[src/rtl/ws281x_recv.sv]
// WS281x NRZ receiver: measures each high pulse, decodes bits MSB-first into
// 24-bit pixels and streams them into the transmit path's 64x32 pixel RAM.
module ws281x_recv #(
    parameter int CNT_WIDTH  = 16,
    parameter int RST_CYCLES = 10000,
    parameter int MIN_HIGH   = 2,
    parameter int MAX_HIGH   = 255
) (
    input  logic        clk_in,
    input  logic        rst_n_in,
    input  logic        ws281x_in,
    input  logic [7:0]  tim_bit_in,
    output logic        wr_en_out,
    output logic [5:0]  wr_addr_out,
    output logic [31:0] wr_data_out,
    output logic        frame_done_out,
    output logic [6:0]  word_cnt_out,
    output logic        err_out
);

    typedef enum logic [1:0] {
        WAIT_LATCH = 2'd0,
        LOW        = 2'd1,
        HIGH       = 2'd2
    } state_t;

    localparam logic [CNT_WIDTH-1:0] CNT_SAT  = '1;
    localparam logic [CNT_WIDTH-1:0] CNT_ONE  = CNT_WIDTH'(1);
    localparam logic [CNT_WIDTH-1:0] RST_LAST = CNT_WIDTH'(RST_CYCLES - 1);
    localparam logic [CNT_WIDTH-1:0] MIN_H    = CNT_WIDTH'(MIN_HIGH);
    localparam logic [CNT_WIDTH-1:0] MAX_H    = CNT_WIDTH'(MAX_HIGH);
    localparam logic [6:0]           WORDS    = 7'd64;
    localparam logic [4:0]           LAST_BIT = 5'd23;

    state_t               state;
    state_t               next_state;
    logic                 sync_q1;
    logic                 sync_q2;
    logic                 sync_q3;
    logic                 level;
    logic                 rise;
    logic                 fall;
    logic [CNT_WIDTH-1:0] low_cnt;
    logic [CNT_WIDTH-1:0] high_cnt;
    logic [CNT_WIDTH-1:0] low_inc;
    logic [CNT_WIDTH-1:0] high_inc;
    logic [23:0]          shreg;
    logic [4:0]           bit_cnt;
    logic [6:0]           wcnt;
    logic                 got_bit;
    logic                 word_pend;
    logic                 bit_val;
    logic                 latch_seen;
    logic                 too_long;
    logic                 glitch;
    logic                 bit_valid;
    logic                 frame_end;

    // Two flops resynchronise the pin; the third gives the previous level for edges.
    // NOTE: clocked state uses non-blocking assignments so every flop samples
    // the pre-edge value of its source, independent of statement order.
    always_ff @(posedge clk_in or negedge rst_n_in) begin
        if (!rst_n_in) begin
            sync_q1 <= 1'b0;
            sync_q2 <= 1'b0;
            sync_q3 <= 1'b0;
        end else begin
            sync_q1 <= ws281x_in;
            sync_q2 <= sync_q1;
            sync_q3 <= sync_q2;
        end
    end

    assign level    = sync_q2;
    assign rise     = sync_q2 & ~sync_q3;
    assign fall     = ~sync_q2 & sync_q3;
    assign low_inc  = (low_cnt == CNT_SAT) ? low_cnt : low_cnt + CNT_ONE;
    assign high_inc = (high_cnt == CNT_SAT) ? high_cnt : high_cnt + CNT_ONE;
    assign bit_val  = (high_cnt >= CNT_WIDTH'(tim_bit_in));

    always_ff @(posedge clk_in or negedge rst_n_in) begin
        if (!rst_n_in) state <= WAIT_LATCH;
        else           state <= next_state;
    end

    // NOTE: every output of this block gets a default first, so no path can
    // leave a signal unassigned and infer a latch.
    always_comb begin
        next_state = state;
        latch_seen = 1'b0;
        too_long   = 1'b0;
        glitch     = 1'b0;
        bit_valid  = 1'b0;
        frame_end  = 1'b0;
        case (state)
            WAIT_LATCH: begin
                if (!level && low_cnt == RST_LAST) begin
                    next_state = LOW;
                    latch_seen = 1'b1;
                end
            end
            LOW: begin
                if (rise) begin
                    next_state = HIGH;
                end else if (!level && low_cnt == RST_LAST) begin
                    frame_end = 1'b1;
                end
            end
            HIGH: begin
                if (high_cnt > MAX_H) begin
                    too_long   = 1'b1;
                    next_state = WAIT_LATCH;
                end else if (fall) begin
                    next_state = LOW;
                    if (high_cnt < MIN_H) glitch    = 1'b1;
                    else                  bit_valid = 1'b1;
                end
            end
            default: next_state = WAIT_LATCH;
        endcase
    end

    // Counters include the edge sample itself, so they hold exact pulse widths.
    always_ff @(posedge clk_in or negedge rst_n_in) begin
        if (!rst_n_in) begin
            low_cnt  <= '0;
            high_cnt <= '0;
        end else begin
            case (state)
                WAIT_LATCH: low_cnt <= level ? '0 : low_inc;
                LOW: begin
                    if (rise) high_cnt <= CNT_ONE;
                    else      low_cnt  <= low_inc;
                end
                HIGH: begin
                    if (too_long)       low_cnt <= '0;
                    else if (glitch)    low_cnt <= low_inc;
                    else if (bit_valid) low_cnt <= CNT_ONE;
                    if (level) high_cnt <= high_inc;
                end
                default: low_cnt <= '0;
            endcase
        end
    end

    always_ff @(posedge clk_in or negedge rst_n_in) begin
        if (!rst_n_in) begin
            shreg          <= '0;
            bit_cnt        <= '0;
            wcnt           <= '0;
            got_bit        <= 1'b0;
            word_pend      <= 1'b0;
            wr_en_out      <= 1'b0;
            wr_addr_out    <= '0;
            wr_data_out    <= '0;
            frame_done_out <= 1'b0;
            word_cnt_out   <= '0;
            err_out        <= 1'b0;
        end else begin
            wr_en_out      <= 1'b0;
            frame_done_out <= 1'b0;

            // Leaving the start-up/error wait always begins a clean frame.
            if (latch_seen) begin
                bit_cnt     <= '0;
                wcnt        <= '0;
                got_bit     <= 1'b0;
                wr_addr_out <= '0;
            end

            if (too_long) begin
                err_out <= 1'b1;
                bit_cnt <= '0;
            end

            if (glitch) err_out <= 1'b1;

            if (bit_valid) begin
                shreg   <= {shreg[22:0], bit_val};
                got_bit <= 1'b1;
                if (!got_bit) err_out <= 1'b0;
                if (bit_cnt == LAST_BIT) begin
                    bit_cnt   <= '0;
                    word_pend <= 1'b1;
                end else begin
                    bit_cnt <= bit_cnt + 5'd1;
                end
            end

            if (word_pend) begin
                word_pend <= 1'b0;
                if (wcnt == WORDS) begin
                    err_out <= 1'b1;
                end else begin
                    wr_en_out   <= 1'b1;
                    wr_data_out <= {8'h00, shreg};
                    wcnt        <= wcnt + 7'd1;
                end
            end

            // Address advances after the strobe and parks at 63 once the RAM is full.
            if (wr_en_out && wcnt != WORDS) wr_addr_out <= wr_addr_out + 6'd1;

            if (frame_end && got_bit) begin
                frame_done_out <= 1'b1;
                word_cnt_out   <= wcnt;
                wcnt           <= '0;
                wr_addr_out    <= '0;
                got_bit        <= 1'b0;
                bit_cnt        <= '0;
                if (bit_cnt != 5'd0) err_out <= 1'b1;
            end
        end
    end

endmodule

[config.mk]
export PLATFORM = sky130hd
export DESIGN_NAME = ws281x_recv
export DESIGN_NICKNAME = d
export VERILOG_FILES = /design/src/rtl/ws281x_recv.sv
export SDC_FILE = /design/constraint.sdc
export NUM_CORES = 1
export LEC_CHECK = 0
export BUFFER_PORTS_ARGS = -buffer_cell sky130_fd_sc_hd__buf_2
export CELL_PAD_IN_SITES_DETAIL_PLACEMENT = 0
export CELL_PAD_IN_SITES_GLOBAL_PLACEMENT = 1
export CORE_ASPECT_RATIO = 0.75
export CORE_UTILIZATION = 49
export DETAILED_ROUTE_END_ITERATION = 8
export MAX_ROUTING_LAYER = met4
export PLACE_DENSITY = 0.9
export RECOVER_POWER = 50
export SYNTH_ARGS = -nofsm -noshare
export SYNTH_HDL_FRONTEND = slang
export SYNTH_SLANG_ARGS = --single-unit
[constraint.sdc]
create_clock -name clk_in -period 6.37 [get_ports clk_in]
set_input_delay 0.637 -clock clk_in [delete_from_list [all_inputs] [get_ports clk_in]]
set_output_delay 0.637 -clock clk_in [all_outputs]
set_load 0.02 [all_outputs]
* Word level (Yosys, flattened, before mapping)
Cells that the tools add are included. W data, S select, Z words.
Storage, ports and cells: register bits after elaboration 115, output and inout port bits 48
Cells by class: bitwise gates (word level) 5, $add $sub $neg 5, reductions and logical operators 14, equality and inequality tests 15, muxes and demuxes 59, magnitude comparators 3
Operators by type and width (count):
- $mux W16 | 9
- $pmux W16 S3 | 1
- $add A16 B1 Y16 const B | 2
- $eq A16 B16 Y1 const B | 2
- $pmux W16 S2 | 1
- $mux W1 | 31
- $mux W7 | 4
- $mux W5 | 5
- $mux W6 | 3
- $eq A16 B14 Y1 const B | 1
- $ge A16 B8 Y1 | 1
- $gt A16 B8 Y1 const B | 1
- $lt A16 B2 Y1 const B | 1
- $ne A2 B2 Y1 const B | 5
- $mux W2 | 4
- $add A7 B1 Y7 const B | 1
- $eq A7 B7 Y1 const B | 1
- $ne A7 B7 Y1 const B | 1
- $add A6 B1 Y6 const B | 1
- $pmux W2 S3 | 1
- $reduce_bool A3 Y1 | 2
- $add A5 B1 Y5 const B | 1
- $eq A5 B5 Y1 const B | 1
- $reduce_bool A5 Y1 | 1
- 14 further kinds | 20

* Logic depth before layout (Yosys ltp)
word-level depth 12, depth in mapped cells 9, gate-level depth less buffers 8

* Least setup slack after synthesis
Ideal clock, no wire load.
path type reg-to-reg, from register low_cnt[0], to register word_cnt_out[6], cell stages (with the launch flop) 7, slack 4.354 ns, arrival 1.891 ns, data required time 6.245 ns, path buffers 1, clock period less this slack 2.016 ns, cells stage by stage dfrtp_1 > ha_1 > nand3_1 > or2_1 > nor3_4 > buf_2 > mux2_2
Between the ends: longest elaborated chain between the ends 6
RTL lines:
- start: declaration | RTL line 43 | logic [CNT_WIDTH-1:0] low_cnt;
- start signal: assignment | RTL line 130 | WAIT_LATCH: low_cnt <= level ? '0 : low_inc;
- start signal: assignment | RTL line 133 | else low_cnt <= low_inc;
- start signal: assignment | RTL line 137 | else if (glitch) low_cnt <= low_inc;
- $eq A16 B14 Y1 | RTL line 105 | end else if (!level && low_cnt == RST_LAST) begin
- $logic_and A1 B1 Y1 | RTL line 105
- $mux W1 | RTL line 105
- $mux W1 | RTL line 103 | if (rise) begin
- $mux W1 | RTL line 95 | case (state)
- $logic_and A1 B1 Y1 | RTL line 204 | if (frame_end && got_bit) begin
- end signal: assignment | RTL line 206 | word_cnt_out <= wcnt;
- end: declaration | RTL line 17 | output logic [6:0] word_cnt_out,
Every way passes these cells. A chain may end at the register's enable or synchronous reset.

==> impl_metrics.toml <==
[outcome]
status = "finished, violations left"
failed_checks = "design-rule violations, max-capacitance violations, max-slew violations"

[clocking]
cts-root-buf = "clkbuf_16"
clkSlewWorstSetupHoldPaths_ns = 0.05
cts_setup_buffers = 0
clock-sinks = 115
clock_latency_ns = 0.42
cts_tree = "done"
ctsHoldBuffers = 0
clockBufferDepth = 2
cts_buffers = 17
post_cts_resized = 0
htree_num_levels = 4

[yosys]
avgSynthCellArea_um2 = 9.468
ys.warnings.count = 0
synthMuxAreaShare_pct = 2.885
synth_compound_area_share_pct = 9.593
synth_seq_cells = 115
synth_top_family_by_area = "simple AND/OR/NAND/NOR gates"
ys_types = 59
syn_inst = 591
synthXorXnorAreaFrac_pct = 2.661
synth.cell_area_um2 = 5595
synth-simple-area-share_pct = 25.94
synth_flop_cell = "dfrtp_1"
synth_async_sr_flop_share_pct = 100.0
synth_edf_count = 0
ys_seq_area_share_pct = 51.43
synth_adder_area_share_pct = 3.354

[worst_setup_path]
crit_buf_inv = 2
reg2reg_to = "wcnt[1]$_DFF_PN0_"
cpMaxStageDelayCell = "clkbuf_1"
r2r_start = "wcnt[0]$_DFF_PN0_"
cp.arrival_ns = 3.79
endpoint_kind = "asynchronous set/reset pin"
required_ns = 6.84
crit_cells = 2
reg2reg_setup_slack_ns = 3.55
path_max_fanout = 59
start_kind = "input pin"
crit_chain = "clkbuf_1 > buf_4"
crit_family = "buffers and inverters"
reg2regPathDepth = 8
setup.worst_path.start = "rst_n_in"
critPathMaxStageDelay_ns = 2.23
worst-setup-path-type = "in -> async"
cp-endpoint = "bit_cnt[3]$_DFFE_PN0P_"

[place]
place_congestion = 0.8369
dp_hpwl_mm = 7.650
io_buffers = 50
dpl-instance-area_um2 = 5912

[finish]
syn2layout_area_growth_pct = 15.21
fin_area_um2 = 6446
final_util_pct = 58.47
n_antenna_cell = 0
layout_common_cells = "164 x nand2_1, 115 x dfrtp_1, 40 x clkbuf_1"
fillCellCount = 975
nets = 667
drive_gt1_share_pct = 9.939
layout_commonest_cell = "nand2_1"

[sta]
setup-violations-final = 0
clock_skew_ns = 0.01062
finalHoldViolCount = 0
maxSlewHeadroom_pct = -114.8
clock.fmax_ghz = 0.3016
hold_ws_ns = 0.3306
rsz0062_at_grt = "false"
timing.final.crit_period_ns = 3.316
tightestPinTransition_ns = 3.222
slew_viol_final = 60
tns_ns = 0
post-route-period-util_pct = 52.06

[die]
num_rows = 33
io_pins = 59
start_util_pct = 50.75
dieArea_um2 = 11860
fp.coreArea_um2 = 11020
fp.dieH_um = 94.55
die_x_um = 125.4

[global_routing]
grt_overflow = 0
grt_pass1_wl_mm = 20.36
track_usage_pct = 22.77
grt_pass1_vias = 4096
antenna_found_initial = 0
grt_max_degree = 60

[power_and_ir_drop]
p_per_area_nw_per_um2 = 266.1
ir_drop_v = 0.0002368
p_total_mw = 1.715
power.leakage_nw = 3.222

[detailed_routing]
first_iter_violations = 424
avgRoutedWirePerCell_um = 15.15
drt-total-wl_mm = 12.03
remaining_drc_errors = 6
num_vias = 4415
ant_nets = 0
routed_via_density = 5.560
dr.pass1.iters = 7

[worst_hold_path]
hp-class = "in -> reg"

[flow_run]
max_cap_violations = 1
cell type report:
cell class,instances,area (um^2),area share (%)
clock buffers,19,452.9,7.026
clock inverters,13,133.9,2.077
inverters,22,82.58,1.281
multi-input cells,434,2516,39.03
flip-flops and latches,115,2878,44.64
well taps,140,175.2,2.717
repair buffers,51,207.7,3.222
how the worst min path moves through the flow:
stage | cells past startpoint | startpoint | slack, ns | end
floorplan | 0 | sync_q1$_DFF_PN0_ | 0.33 | level$_DFF_PN0_
global placement | 0 | sync_q1$_DFF_PN0_ | 0.33 | level$_DFF_PN0_
detailed placement | 0 | sync_q1$_DFF_PN0_ | 0.35 | level$_DFF_PN0_
CTS | 1 | ws281x_in | 0.32 | sync_q1$_DFF_PN0_
global route | 1 | ws281x_in | 0.32 | sync_q1$_DFF_PN0_
finish | 1 | ws281x_in | 0.33 | sync_q1$_DFF_PN0_
per-layer routing:
| layer | global-route usage [%] | wire length (um) |
|---|---|---|
| met1 | 30.58 | 5979 |
| met5 | - | 0 |
| met2 | 33.43 | 5301 |
| met4 | 11.38 | 255 |
| met3 | 4.136 | 497 |
Yosys cell counts (6+ instances only):
cell        n  area [um^2]
dfrtp_1   115         2878
nand4_1    16        100.1
xor2_1      9        78.83
nand3_1    18        90.09
or3_1       7        43.79
o21ai_0    20        100.1
mux2_2      9        101.4
nor2_1     31        116.4
buf_2       8        40.04
and3_1      7        43.79
clkbuf_1    8        30.03
mux2i_1     6        60.06
and2_1      7        43.79
buf_4       9        67.56
nand2_1   164        615.6
xnor2_1     8        70.07
nor2b_1     6        37.54
ha_1       15        187.7
nor3_1     13        65.06
inv_1      21        78.83
a21oi_1    15        75.07
power by group:
group / switching (mW) / internal [mW] / total [mW]
Sequential: 0.00310 / 0.734 / 0.737
Clock: 0.350 / 0.594 / 0.944
Combinational: 0.0263 / 0.00899 / 0.0353
Total: 0.379 / 1.34 / 1.72
kinds of logic after synthesis:
logic type               count (synthesis)
multiplexers                            15
AND/OR/NAND/NOR                        302
adder cells (fa/ha/maj)                 15
buffers and inverters                   49
AO/OA/AOI/OAI                           77
XOR/XNOR                                17
flip-flops                             115
other                                    1
worst reg2reg max path, cell delays in order, from the launching register on:
cell and delay, ns:
dfrtp_1 0.42, inv_1 0.07, ha_1 0.13, nor4bb_1 0.44, a21bo_2 0.60, inv_1 0.57, nand2_1 0.19, o21ai_0 0.09
nor2b_1 0.16
state kept, by name, summed over array words and instances, names as in the netlist, 2 cells and up:
signal	flops
word_cnt_out	7
wr_data_out	24
low_cnt	16
shreg	24
high_cnt	16
state	2
wr_addr_out	6
wcnt	7
bit_cnt	5
per-stage QoR:
step / worst slack (ns) / instances
after floorplan: 4.354 / 598
after global placement: 3.595 / 762
after detailed placement: 3.494 / 762
after CTS: 3.489 / 794
after global routing: 2.357 / 794
final: 3.054 / 794
No activity file was read; power rests on OpenSTA's default activity.
